==> src/rtl/multdiv_unit_pkg.sv <==
// Shared decode-side types for the multiply/divide unit: operation encoding,
// FSM states, step counts and the HI/LO/result payload.
package multdiv_unit_pkg;

    localparam int unsigned XLEN         = 32;
    localparam int unsigned MD_DIV_STEPS = 32;
    localparam int unsigned MD_CNT_W     = 5;

    typedef enum logic [3:0] {
        MD_MULT,
        MD_MULTU,
        MD_DIV,
        MD_DIVU,
        MD_MADD,
        MD_MADDU,
        MD_MSUB,
        MD_MSUBU,
        MD_MUL
    } md_op_t;

    typedef enum logic [1:0] {
        ST_IDLE,
        ST_MUL_BUSY,
        ST_DIV_BUSY,
        ST_DIV_FIX
    } md_state_t;

    typedef struct packed {
        logic [XLEN-1:0] hi;
        logic [XLEN-1:0] lo;
        logic [XLEN-1:0] result;
    } md_res_t;

    function automatic logic md_is_div(input md_op_t op);
        return (op == MD_DIV) || (op == MD_DIVU);
    endfunction

    // MUL is the signed three-operand form, so it shares the signed product.
    function automatic logic md_is_signed_mult(input md_op_t op);
        return (op == MD_MULT) || (op == MD_MADD) || (op == MD_MSUB) || (op == MD_MUL);
    endfunction

endpackage

==> src/rtl/multdiv_unit_divider_radix2.sv <==
// 32-step unsigned restoring divider, one quotient bit per cycle, MSB first.
// A zero divisor yields quotient all-ones and remainder equal to the dividend.
module divider_radix2
    import multdiv_unit_pkg::*;
(
    input  logic            clk,
    input  logic            reset,
    input  logic            start_i,
    input  logic            abort_i,
    input  logic [XLEN-1:0] dividend_i,
    input  logic [XLEN-1:0] divisor_i,
    output logic [XLEN-1:0] quotient_o,
    output logic [XLEN-1:0] remainder_o,
    output logic            last_o
);

    logic [XLEN-1:0]     quo_q, quo_d;
    logic [XLEN-1:0]     rem_q, rem_d;
    logic [XLEN-1:0]     dvs_q, dvs_d;
    logic [MD_CNT_W-1:0] cnt_q, cnt_d;
    logic                busy_q, busy_d;
    logic                last_q, last_d;
    logic [XLEN:0]       trial_c;
    logic [XLEN:0]       diff_c;

    // Trial subtract of the shifted partial remainder; borrow selects restore.
    always_comb begin
        quo_d   = quo_q;
        rem_d   = rem_q;
        dvs_d   = dvs_q;
        cnt_d   = cnt_q;
        busy_d  = busy_q;
        last_d  = 1'b0;
        trial_c = {rem_q, quo_q[XLEN-1]};
        diff_c  = trial_c - {1'b0, dvs_q};

        if (abort_i) begin
            busy_d = 1'b0;
        end else if (start_i) begin
            quo_d  = dividend_i;
            rem_d  = '0;
            dvs_d  = divisor_i;
            cnt_d  = MD_CNT_W'(MD_DIV_STEPS - 1);
            busy_d = 1'b1;
        end else if (busy_q) begin
            if (!diff_c[XLEN]) begin
                rem_d = diff_c[XLEN-1:0];
                quo_d = {quo_q[XLEN-2:0], 1'b1};
            end else begin
                rem_d = trial_c[XLEN-1:0];
                quo_d = {quo_q[XLEN-2:0], 1'b0};
            end
            cnt_d = cnt_q - MD_CNT_W'(1);
            if (cnt_q == '0) begin
                busy_d = 1'b0;
                last_d = 1'b1;
            end
        end
    end

    always_ff @(posedge clk) begin
        if (reset) begin
            quo_q  <= '0;
            rem_q  <= '0;
            dvs_q  <= '0;
            cnt_q  <= '0;
            busy_q <= 1'b0;
            last_q <= 1'b0;
        end else begin
            quo_q  <= quo_d;
            rem_q  <= rem_d;
            dvs_q  <= dvs_d;
            cnt_q  <= cnt_d;
            busy_q <= busy_d;
            last_q <= last_d;
        end
    end

    assign quotient_o  = quo_q;
    assign remainder_o = rem_q;
    assign last_o      = last_q;

endmodule

==> src/rtl/multdiv_unit.sv <==
// Multi-cycle MIPS multiply/divide unit owning architectural HI/LO.
// Holds the pipeline via ready_o/busy_o and pulses done_o after each commit.
module multdiv_unit
    import multdiv_unit_pkg::*;
#(
    parameter int unsigned MULT_LATENCY = 3
) (
    input  logic            clk,
    input  logic            reset,
    input  logic            valid_i,
    input  md_op_t          op_i,
    input  logic [XLEN-1:0] a_i,
    input  logic [XLEN-1:0] b_i,
    input  logic            flush_i,
    input  logic            hi_we_i,
    input  logic            lo_we_i,
    input  logic [XLEN-1:0] wdata_i,
    output logic            ready_o,
    output logic            busy_o,
    output logic            done_o,
    output logic [XLEN-1:0] result_o,
    output logic [XLEN-1:0] hi_o,
    output logic [XLEN-1:0] lo_o
);

    localparam int unsigned PW = 2 * XLEN;

    md_state_t           state_q, state_d;
    logic [MD_CNT_W-1:0] cnt_q, cnt_d;
    md_op_t              op_q, op_d;
    logic [PW-1:0]       prod_q, prod_d;
    logic                q_neg_q, q_neg_d;
    logic                r_neg_q, r_neg_d;
    logic [XLEN-1:0]     hi_q, hi_d;
    logic [XLEN-1:0]     lo_q, lo_d;
    logic [XLEN-1:0]     result_q, result_d;
    logic                done_q, done_d;
    logic                ready_q, ready_d;
    logic                busy_q, busy_d;

    logic                accept_c;
    logic                div_signed_c;
    logic [PW-1:0]       a_ext_c, b_ext_c, mult_c;
    logic [XLEN-1:0]     a_div_c, b_div_c;
    logic                div_start_c, div_abort_c;
    logic [XLEN-1:0]     div_quo, div_rem;
    logic                div_last;
    logic [XLEN-1:0]     q_fix_c, r_fix_c;
    logic [PW-1:0]       hilo_c;

    always_comb begin
        accept_c     = valid_i && ready_q && !flush_i;
        div_signed_c = (op_i == MD_DIV);
        a_ext_c      = md_is_signed_mult(op_i) ? {{XLEN{a_i[XLEN-1]}}, a_i} : {{XLEN{1'b0}}, a_i};
        b_ext_c      = md_is_signed_mult(op_i) ? {{XLEN{b_i[XLEN-1]}}, b_i} : {{XLEN{1'b0}}, b_i};
        mult_c       = a_ext_c * b_ext_c;
        a_div_c      = (div_signed_c && a_i[XLEN-1]) ? -a_i : a_i;
        b_div_c      = (div_signed_c && b_i[XLEN-1]) ? -b_i : b_i;
        div_start_c  = accept_c && md_is_div(op_i);
        div_abort_c  = flush_i && ((state_q == ST_DIV_BUSY) || (state_q == ST_DIV_FIX));
        q_fix_c      = q_neg_q ? -div_quo : div_quo;
        r_fix_c      = r_neg_q ? -div_rem : div_rem;
        hilo_c       = {hi_q, lo_q};
    end

    divider_radix2 u_div (
        .clk         (clk),
        .reset       (reset),
        .start_i     (div_start_c),
        .abort_i     (div_abort_c),
        .dividend_i  (a_div_c),
        .divisor_i   (b_div_c),
        .quotient_o  (div_quo),
        .remainder_o (div_rem),
        .last_o      (div_last)
    );

    // Next state; MTHI/MTLO land by default and a commit overrides what it writes.
    always_comb begin
        state_d  = state_q;
        cnt_d    = cnt_q;
        op_d     = op_q;
        prod_d   = prod_q;
        q_neg_d  = q_neg_q;
        r_neg_d  = r_neg_q;
        hi_d     = hi_we_i ? wdata_i : hi_q;
        lo_d     = lo_we_i ? wdata_i : lo_q;
        result_d = result_q;
        done_d   = 1'b0;

        unique case (state_q)
            ST_IDLE: begin
                if (accept_c) begin
                    op_d = op_i;
                    if (md_is_div(op_i)) begin
                        state_d = ST_DIV_BUSY;
                        cnt_d   = MD_CNT_W'(MD_DIV_STEPS - 1);
                        q_neg_d = div_signed_c && (a_i[XLEN-1] ^ b_i[XLEN-1]);
                        r_neg_d = div_signed_c && a_i[XLEN-1];
                    end else begin
                        state_d = ST_MUL_BUSY;
                        cnt_d   = MD_CNT_W'(MULT_LATENCY - 1);
                        prod_d  = mult_c;
                    end
                end
            end
            ST_MUL_BUSY: begin
                if (flush_i) begin
                    state_d = ST_IDLE;
                end else if (cnt_q == '0) begin
                    state_d  = ST_IDLE;
                    done_d   = 1'b1;
                    result_d = '0;
                    unique case (op_q)
                        MD_MADD, MD_MADDU: {hi_d, lo_d} = hilo_c + prod_q;
                        MD_MSUB, MD_MSUBU: {hi_d, lo_d} = hilo_c - prod_q;
                        MD_MUL:            result_d = prod_q[XLEN-1:0];
                        default:           {hi_d, lo_d} = prod_q;
                    endcase
                end else begin
                    cnt_d = cnt_q - MD_CNT_W'(1);
                end
            end
            ST_DIV_BUSY: begin
                if (flush_i) begin
                    state_d = ST_IDLE;
                end else if (cnt_q == '0) begin
                    state_d = ST_DIV_FIX;
                end else begin
                    cnt_d = cnt_q - MD_CNT_W'(1);
                end
            end
            ST_DIV_FIX: begin
                if (flush_i) begin
                    state_d = ST_IDLE;
                end else if (div_last) begin
                    state_d  = ST_IDLE;
                    done_d   = 1'b1;
                    lo_d     = q_fix_c;
                    hi_d     = r_fix_c;
                    result_d = '0;
                end
            end
            default: state_d = ST_IDLE;
        endcase

        ready_d = (state_d == ST_IDLE);
        busy_d  = (state_d != ST_IDLE);
    end

    always_ff @(posedge clk) begin
        if (reset) begin
            state_q  <= ST_IDLE;
            cnt_q    <= '0;
            op_q     <= MD_MULT;
            prod_q   <= '0;
            q_neg_q  <= 1'b0;
            r_neg_q  <= 1'b0;
            hi_q     <= '0;
            lo_q     <= '0;
            result_q <= '0;
            done_q   <= 1'b0;
            ready_q  <= 1'b1;
            busy_q   <= 1'b0;
        end else begin
            state_q  <= state_d;
            cnt_q    <= cnt_d;
            op_q     <= op_d;
            prod_q   <= prod_d;
            q_neg_q  <= q_neg_d;
            r_neg_q  <= r_neg_d;
            hi_q     <= hi_d;
            lo_q     <= lo_d;
            result_q <= result_d;
            done_q   <= done_d;
            ready_q  <= ready_d;
            busy_q   <= busy_d;
        end
    end

    assign ready_o  = ready_q;
    assign busy_o   = busy_q;
    assign done_o   = done_q;
    assign result_o = result_q;
    assign hi_o     = hi_q;
    assign lo_o     = lo_q;

endmodule

==> config.mk <==
export PLATFORM = sky130hd
export DESIGN_NAME = multdiv_unit
export DESIGN_NICKNAME = d
export VERILOG_FILES = /design/src/rtl/multdiv_unit_pkg.sv /design/src/rtl/multdiv_unit_divider_radix2.sv /design/src/rtl/multdiv_unit.sv
export SDC_FILE = /design/constraint.sdc
export NUM_CORES = 2
export LEC_CHECK = 0
export BUFFER_PORTS_ARGS = -buffer_cell sky130_fd_sc_hd__buf_2
export CAP_MARGIN = 20
export CORE_MARGIN = 3
export CORE_UTILIZATION = 60
export CTS_CLUSTER_DIAMETER = 150
export DETAILED_ROUTE_END_ITERATION = 10
export PLACE_DENSITY_LB_ADDON = 0.05
export SLEW_MARGIN = 5
export SYNTH_ARGS = -nofsm -noshare
export SYNTH_HDL_FRONTEND = slang
export SYNTH_SLANG_ARGS = --single-unit
==> constraint.sdc <==
create_clock -name clk -period 9.93 [get_ports clk]
set_input_delay 1.986 -clock clk [delete_from_list [all_inputs] [get_ports clk]]
set_output_delay 1.986 -clock clk [all_outputs]
set_load 0.05 [all_outputs]
# [Word level (Yosys, flattened, before mapping)]
# Index checks and enable logic that the tools add are counted.
[word_totals] inputBits=106 reg_bits=279 out_inout_bits=99
[op_classes] add_sub_neg=9 muxes=57 n_mul=1 bitwise_logic=4 reduce_logical=34 n_eq_ne=20
[ops] op="2-to-1 mux 32 bit" n=24
[ops] op="case mux 32 bit (2 select lines)" n=3
[ops] op="case mux 32 bit (3 select lines)" n=2
[ops] op="2-to-1 mux 64 bit" n=2
[ops] op="negator 32 bit" n=4
[ops] op="adder 64 bit" n=1
[ops] op="multiplier 64 x 64 -> 64 bit" n=1
[ops] op="subtractor 64 bit" n=1
[ops] op="subtractor 33 x 32 -> 33 bit" n=1
[ops] op="2-to-1 mux 5 bit" n=6
[ops] op="equality test 4 x 3 -> 1 bit (second input constant)" n=6
[ops] op="2-to-1 mux 2 bit" n=8
[ops] op="inequality test 2 bit (second input constant)" n=6
[ops] op="logical NOT 5 bit" n=2
[ops] op="case mux 5 bit (2 select lines)" n=1
[ops] op="subtractor 5 x 1 -> 5 bit (second input constant)" n=2
[ops] op="2-to-1 mux 1 bit" n=9
[ops] op="equality test 4 x 2 -> 1 bit (second input constant)" n=2
[ops] op="equality test 4 bit (second input constant)" n=2
[ops] op="case mux 2 bit (4 select lines)" n=1
[ops] op="nonzero test 2 bit" n=4
[ops] op="OR reduction 2 bit" n=4
[ops] op="logical AND 1 bit" n=7
[ops] op="AND reduction 2 bit" n=3
[ops] op="14 further kinds" n=23

# [Logic depth before layout (Yosys ltp)]
[depth] ltp_word=6 mapped_depth=37 mapped_depth_nobuf=35

# [Modules after synthesis]
# From an unflattened synthesis, not the netlist that was laid out.
[unflattened] cells_unflattened=8451 area_unflattened_um2=71582.4
[by_module_without_submodules] module="multdiv_unit" n_inst=1 seq_area_each_um2=3523.4 cells_per_inst=7714 area_each_um2=65626.7
[by_module_without_submodules] module="divider_radix2" n_inst=1 seq_area_each_um2=2062.0 cells_per_inst=737 area_each_um2=5955.7

# [Worst setup path before layout]
# OpenSTA, ideal clock, no wires.
[synth_timing] path_type="input port to flip-flop" start="in op_i[2]" end="reg prod_q[59]" t_arrival_ns=10.647 n_path_buf=2 stages=32 path_slack_ns=-0.813 path_cell_list="nand2b_1 nand2_1 nor2_1 clkbuf_1 nand2_1 inv_1 fa_1 fa_1 fa_1 inv_1 fa_1 fa_1 inv_1 fa_1 fa_1 fa_1 fa_1 inv_1 fa_1 inv_1 ha_1 clkbuf_1 a21oi_1 o21ai_1 a21o_1 a21oi_1 o21ai_0 a221o_1 a21oi_1 o21ai_1 or4b_1 o311ai_1"
[synth_via] elab_chain_len=6 word_cells_on_any_way=15
[synth_lines] item="start, declared" line_no="multdiv_unit.sv:11" text="input md_op_t op_i,"
[synth_lines] item="equality test 4 x 3 -> 1 bit or logical NOT 4 bit (tied branches)" line_no="multdiv_unit_pkg.sv:40" text="return (op == MD_MULT) || (op == MD_MADD) || (op == MD_MSUB) || (op == MD_MUL);"
[synth_lines] item="logical OR 1 bit (3 in a row)" line_no="multdiv_unit_pkg.sv:40"
[synth_lines] item="2-to-1 mux 64 bit, on equally long branches" line_no="multdiv_unit.sv:54, multdiv_unit.sv:55"
[synth_lines] item="multiplier 64 x 64 -> 64 bit" line_no="multdiv_unit.sv:56" text="mult_c = a_ext_c * b_ext_c;"
[synth_lines] item="end signal, assigned" line_no="multdiv_unit.sv:169" text="prod_q <= prod_d;"
[synth_lines] item="end, declared" line_no="multdiv_unit.sv:31" text="logic [PW-1:0] prod_q, prod_d;"
# Parallel ways exist; a longest one is shown, timed or not.
# A chain may end at the register's enable or synchronous reset.

# [Worst setup path after layout]
[layout_timing] start="in op_i[2]" end="reg prod_q[62]"
# The elaborated chain is that of the path after synthesis.

==> results.txt <==
The detailed-route wire length came out at between 200 and 300 mm. STA classifies the critical path startpoint as an input pin. The stage delay of the slowest cell on the critical path came out at approximately 0.57 ns. The cell repeated most along the worst path is fa_1. The simple-gate share of the synthesized area came out at between 10 and 15%. The floorplan step set the die height to around 350 um. The hold violation total from the final report is 0. The fraction of met1 tracks used by global routing came out at between 50% and 60%. The number of CTS-inserted buffers came out at 28.

The number of buffer and inverter instances along the worst setup path came out at 11. Counting tap cells, the placed design contains a total of about 10000 instances. Setup repair after global routing could not meet its margin everywhere. The remaining global-route overflow is 0. The complex-gate fraction of the synthesized area is a little under an eighth. The kind of critical path is in2reg. The cell type group with the largest total delay on the critical path is adder cells. Registers take around 5600 um2. The least setup slack across all paths after layout came out at -0.299 ns. Among all stages on the critical path, the largest delay is contributed by fa_1. The final-report max-slew violation count is 0.

Summing the areas of all xor and xnor instances in the mapped netlist gives ~3.9% of the synthesized area. The clock arrives with 0.0337 ns of skew. The mux contribution to synthesized area is 1.39%.

The sequential element share of the synthesized area came out at 7.88%. The data arrival time of the critical path is 10.73 ns. The initial antenna violation count came out at 41. The wire length of the first global-routing pass came out at 380 mm. Of all nets on the critical path, the largest fanout is 6. The run finished, with violations left. The total negative slack is -1.61 ns. After clock tree synthesis, the clock-pin slew on the worst setup and hold paths is ~0.080 ns. The number of buffers on the longest clock path is 3.

The via count of the first global-routing pass is 63700. The final clock period utilization by the worst path came out at 103%. The number of levels the H-tree was split into came out at 1. CTS saw 279 sinks. The combined global-route utilization of all metal layers is 41.2%. The maximum frequency from static timing analysis is slightly below 0.1 GHz. The die width is 350 um. The total iterations of the first detailed-routing run is 9.

In the final routed layout, each cell accounts on average for about 24 um. The count of maximum capacitance violations is 0. The starting utilization of the core area came out at slightly above 60%. The number of synthesized flops with an enable pin is 0. The post-layout instance count excluding filler cells came out at 10500. For met3 alone, demand over resource in global routing was 11.2%.

In this run, the number of DRC markers left after iteration 0 of detailed routing was around 5800. The number of input and output port buffers inserted is slightly above 200. The row count came out at approximately 130. The final critical path time including I/O delays and setup came out at 10.23 ns.

After global routing, the most crowded layer is met2. The detailed-route via count is between 60000 and 70000. The met2 usage is between 60% and 70%.

The design area came out at between 80000 and 90000 um2. During I/O placement, the number of pins put on the boundary was roughly 200. The mean cell area of the mapped netlist is approximately 8.5 um2. The filler cells instantiated in the layout total approximately 9400. Summing the areas of all fa, ha and maj instances in the mapped netlist gives between 40% and 50% of the synthesized area.

The layout net count is roughly 11000. The count of nets left with antenna violations once routing finished came out at 0. The worst slew margin relative to its limit is approximately a quarter. CTS placed an instance of clkbuf_16 at the clock tree root. The required time reported for the critical path endpoint came out at approximately 10 ns.

The routed via count divided by cell count is approximately 5.9. The detailed placer's ending HPWL is 214 mm. The total placed instance area is between 70000 and 80000 um2. Compared with the post-synthesis result, the final layout area differs by 14.1%.

Entering global routing, the biggest net connects between 90 and 100 pins. Synthesis produced between 8000 and 9000 cells. The checks that failed: setup timing. The core footprint is approximately 120000 um2. For this run, asynchronously set or reset flops after synthesis account for 0%.

The count of different cell masters after synthesis came out at 88. Cells with a size suffix above 1 make up 15.1% of the layout. The endpoint kind of the worst setup timing path is a register. By area, the combinational part of the netlist is dominated by adder cells. For the worst-skew pair, the clock arrives at the later sink with an insertion delay of 0.61 ns. The die covers between 100000 and 150000 um2. The synthesized net count is roughly 10000. The number of failing setup endpoints in the final timing report came out at 11. The count of state elements after synthesis is roughly 280. The final routed DRC violation total is 0. The pin slew with the least headroom to its limit is about 1.1 ns. After synthesis the cells add up to just over 70000 um2. The placer's final routability congestion estimate came out at ~1.0.

The Yosys step of the flow raised 0 warnings. The clock tree from TritonCTS is done. The multi-input combinational cells in the finished layout cover a total of just under 60000 um2.

The post-placement worst setup slack came out at -0.853 ns. The worst hold path belongs to the class reg2reg. Among all flip-flop cells after synthesis, the most frequent one is dfxtp_1.
==> cells in the final DEF, fill, tap and decap left out, drive strengths merged, types with 84 or more instances in the layout <==
master and n:
a21o 101, a21oi 395, and2 380, buf 999
dfxtp 279, fa 1416, ha 491, inv 1740
nand2 1148, nand3 84, nor2 326, o21ai 222
xnor2 216, xor2 101
==> metal layers <==
layer	share of wire (%)	routed length, um
met2	43	108000
met3	12	30600
met5	0.072	180
met1	39	97900
met4	5.5	13800
==> flip-flops by register name (all words and copies together) (netlist names) <==
register	count
prod_q	64
hi_o	32
lo_o	32
result_o	32
u_div.dvs_q	32
u_div.quotient_o	32
u_div.remainder_o	32
cnt_q	5
u_div.cnt_q	5
op_q	4
state_q	2
busy_o	1
done_o	1
q_neg_q	1
r_neg_q	1
ready_o	1
u_div.busy_q	1
u_div.last_o	1
==> cells by family (layout without fill, tap and decap cells) <==
group | count (synthesis) | in the layout
buf+inv | 2221 | 2804
xor+xnor | 317 | 317
fa+ha+maj | 1907 | 1907
compound gates | 1255 | 1255
mux | 95 | 95
flops | 279 | 279
simple gates | 2290 | 2290
other cells | 0 | 26
==> final timing paths <==
kind | endpoint | cells past startpoint | startpoint | slack, ns
worst max-delay path | prod_q[62] | 35 | op_i[2] | -0.30
worst min-delay path | result_o[27] | 2 | result_o[27] | 0.45
worst max register to register | hi_o[28] | 13 | prod_q[23] | 4.59
worst min register to register | result_o[27] | 2 | result_o[27] | 0.45
==> cell usage after synthesis (13+ instances only) <==
cell	instances	area share, %
inv_1	1730	9.2
fa_1	1416	40
nand2_1	1148	6.1
ha_1	491	8.7
clkbuf_1	423	2.2
a21oi_1	395	2.8
and2_1	380	3.4
nor2_1	326	1.7
dfxtp_1	279	7.9
xnor2_1	215	2.7
o21ai_0	157	1.1
a21o_1	101	1.1
xor2_1	101	1.2
nand3_1	84	0.59
nor3_1	77	0.54
mux2i_1	67	0.95
o31ai_1	66	0.70
o21ai_1	65	0.46
a211oi_1	62	0.66
buf_1	55	0.29
o22ai_1	53	0.47
a311oi_1	44	0.54
and3_1	44	0.39
o21bai_1	43	0.46
or3_1	37	0.33
nor4_1	35	0.31
nor2b_1	34	0.30
nand4_1	33	0.29
nand2b_1	30	0.26
o211ai_1	29	0.31
a31oi_1	28	0.25
mux2_2	28	0.44
a222oi_1	27	0.38
o21a_1	23	0.24
a221oi_1	19	0.23
o41ai_1	15	0.19
or2_2	13	0.11
==> cell type report <==
type	instances	area share, %
repair buffers	1014	9.85
inverters	1739	8.08
diodes	26	0.0804
clock inverters	13	0.193
clock buffers	38	1.00
well taps	1524	2.36
flip-flops and latches	279	6.91
multi-input cells	5864	71.5
==> repair_timing <==
action,CTS,global route
pin swaps,74,168
resized for setup,78,186
endpoints found under the setup margin,15,27
setup buffers,24,13
gates cloned,1,0
hold buffers,0,0
==> per-stage QoR <==
stage	utilization (%)	hold slack, ns
finish	69.3	0.450
global route	69.3	0.473
CTS	68.6	0.451
detailed placement	67.4	0.441
global placement	67.4	0.435
floorplan	-	0.432
==> worst register-to-register path, delay by kind of cell, from the launching register on <==
kind / cells / cell delay, ns
AOI/OAI and AO/OA: 5 / 1.80
DFF: 1 / 0.67
buffers and inverters: 2 / 0.36
xor gates and xnor gates: 1 / 0.30
and+or+nand+nor: 4 / 1.57
adders and majority gates: 1 / 0.49
Power is left out: the tool's default activity adds up to more than one toggle a clock period on the data nets, which glitch-free logic cannot reach.
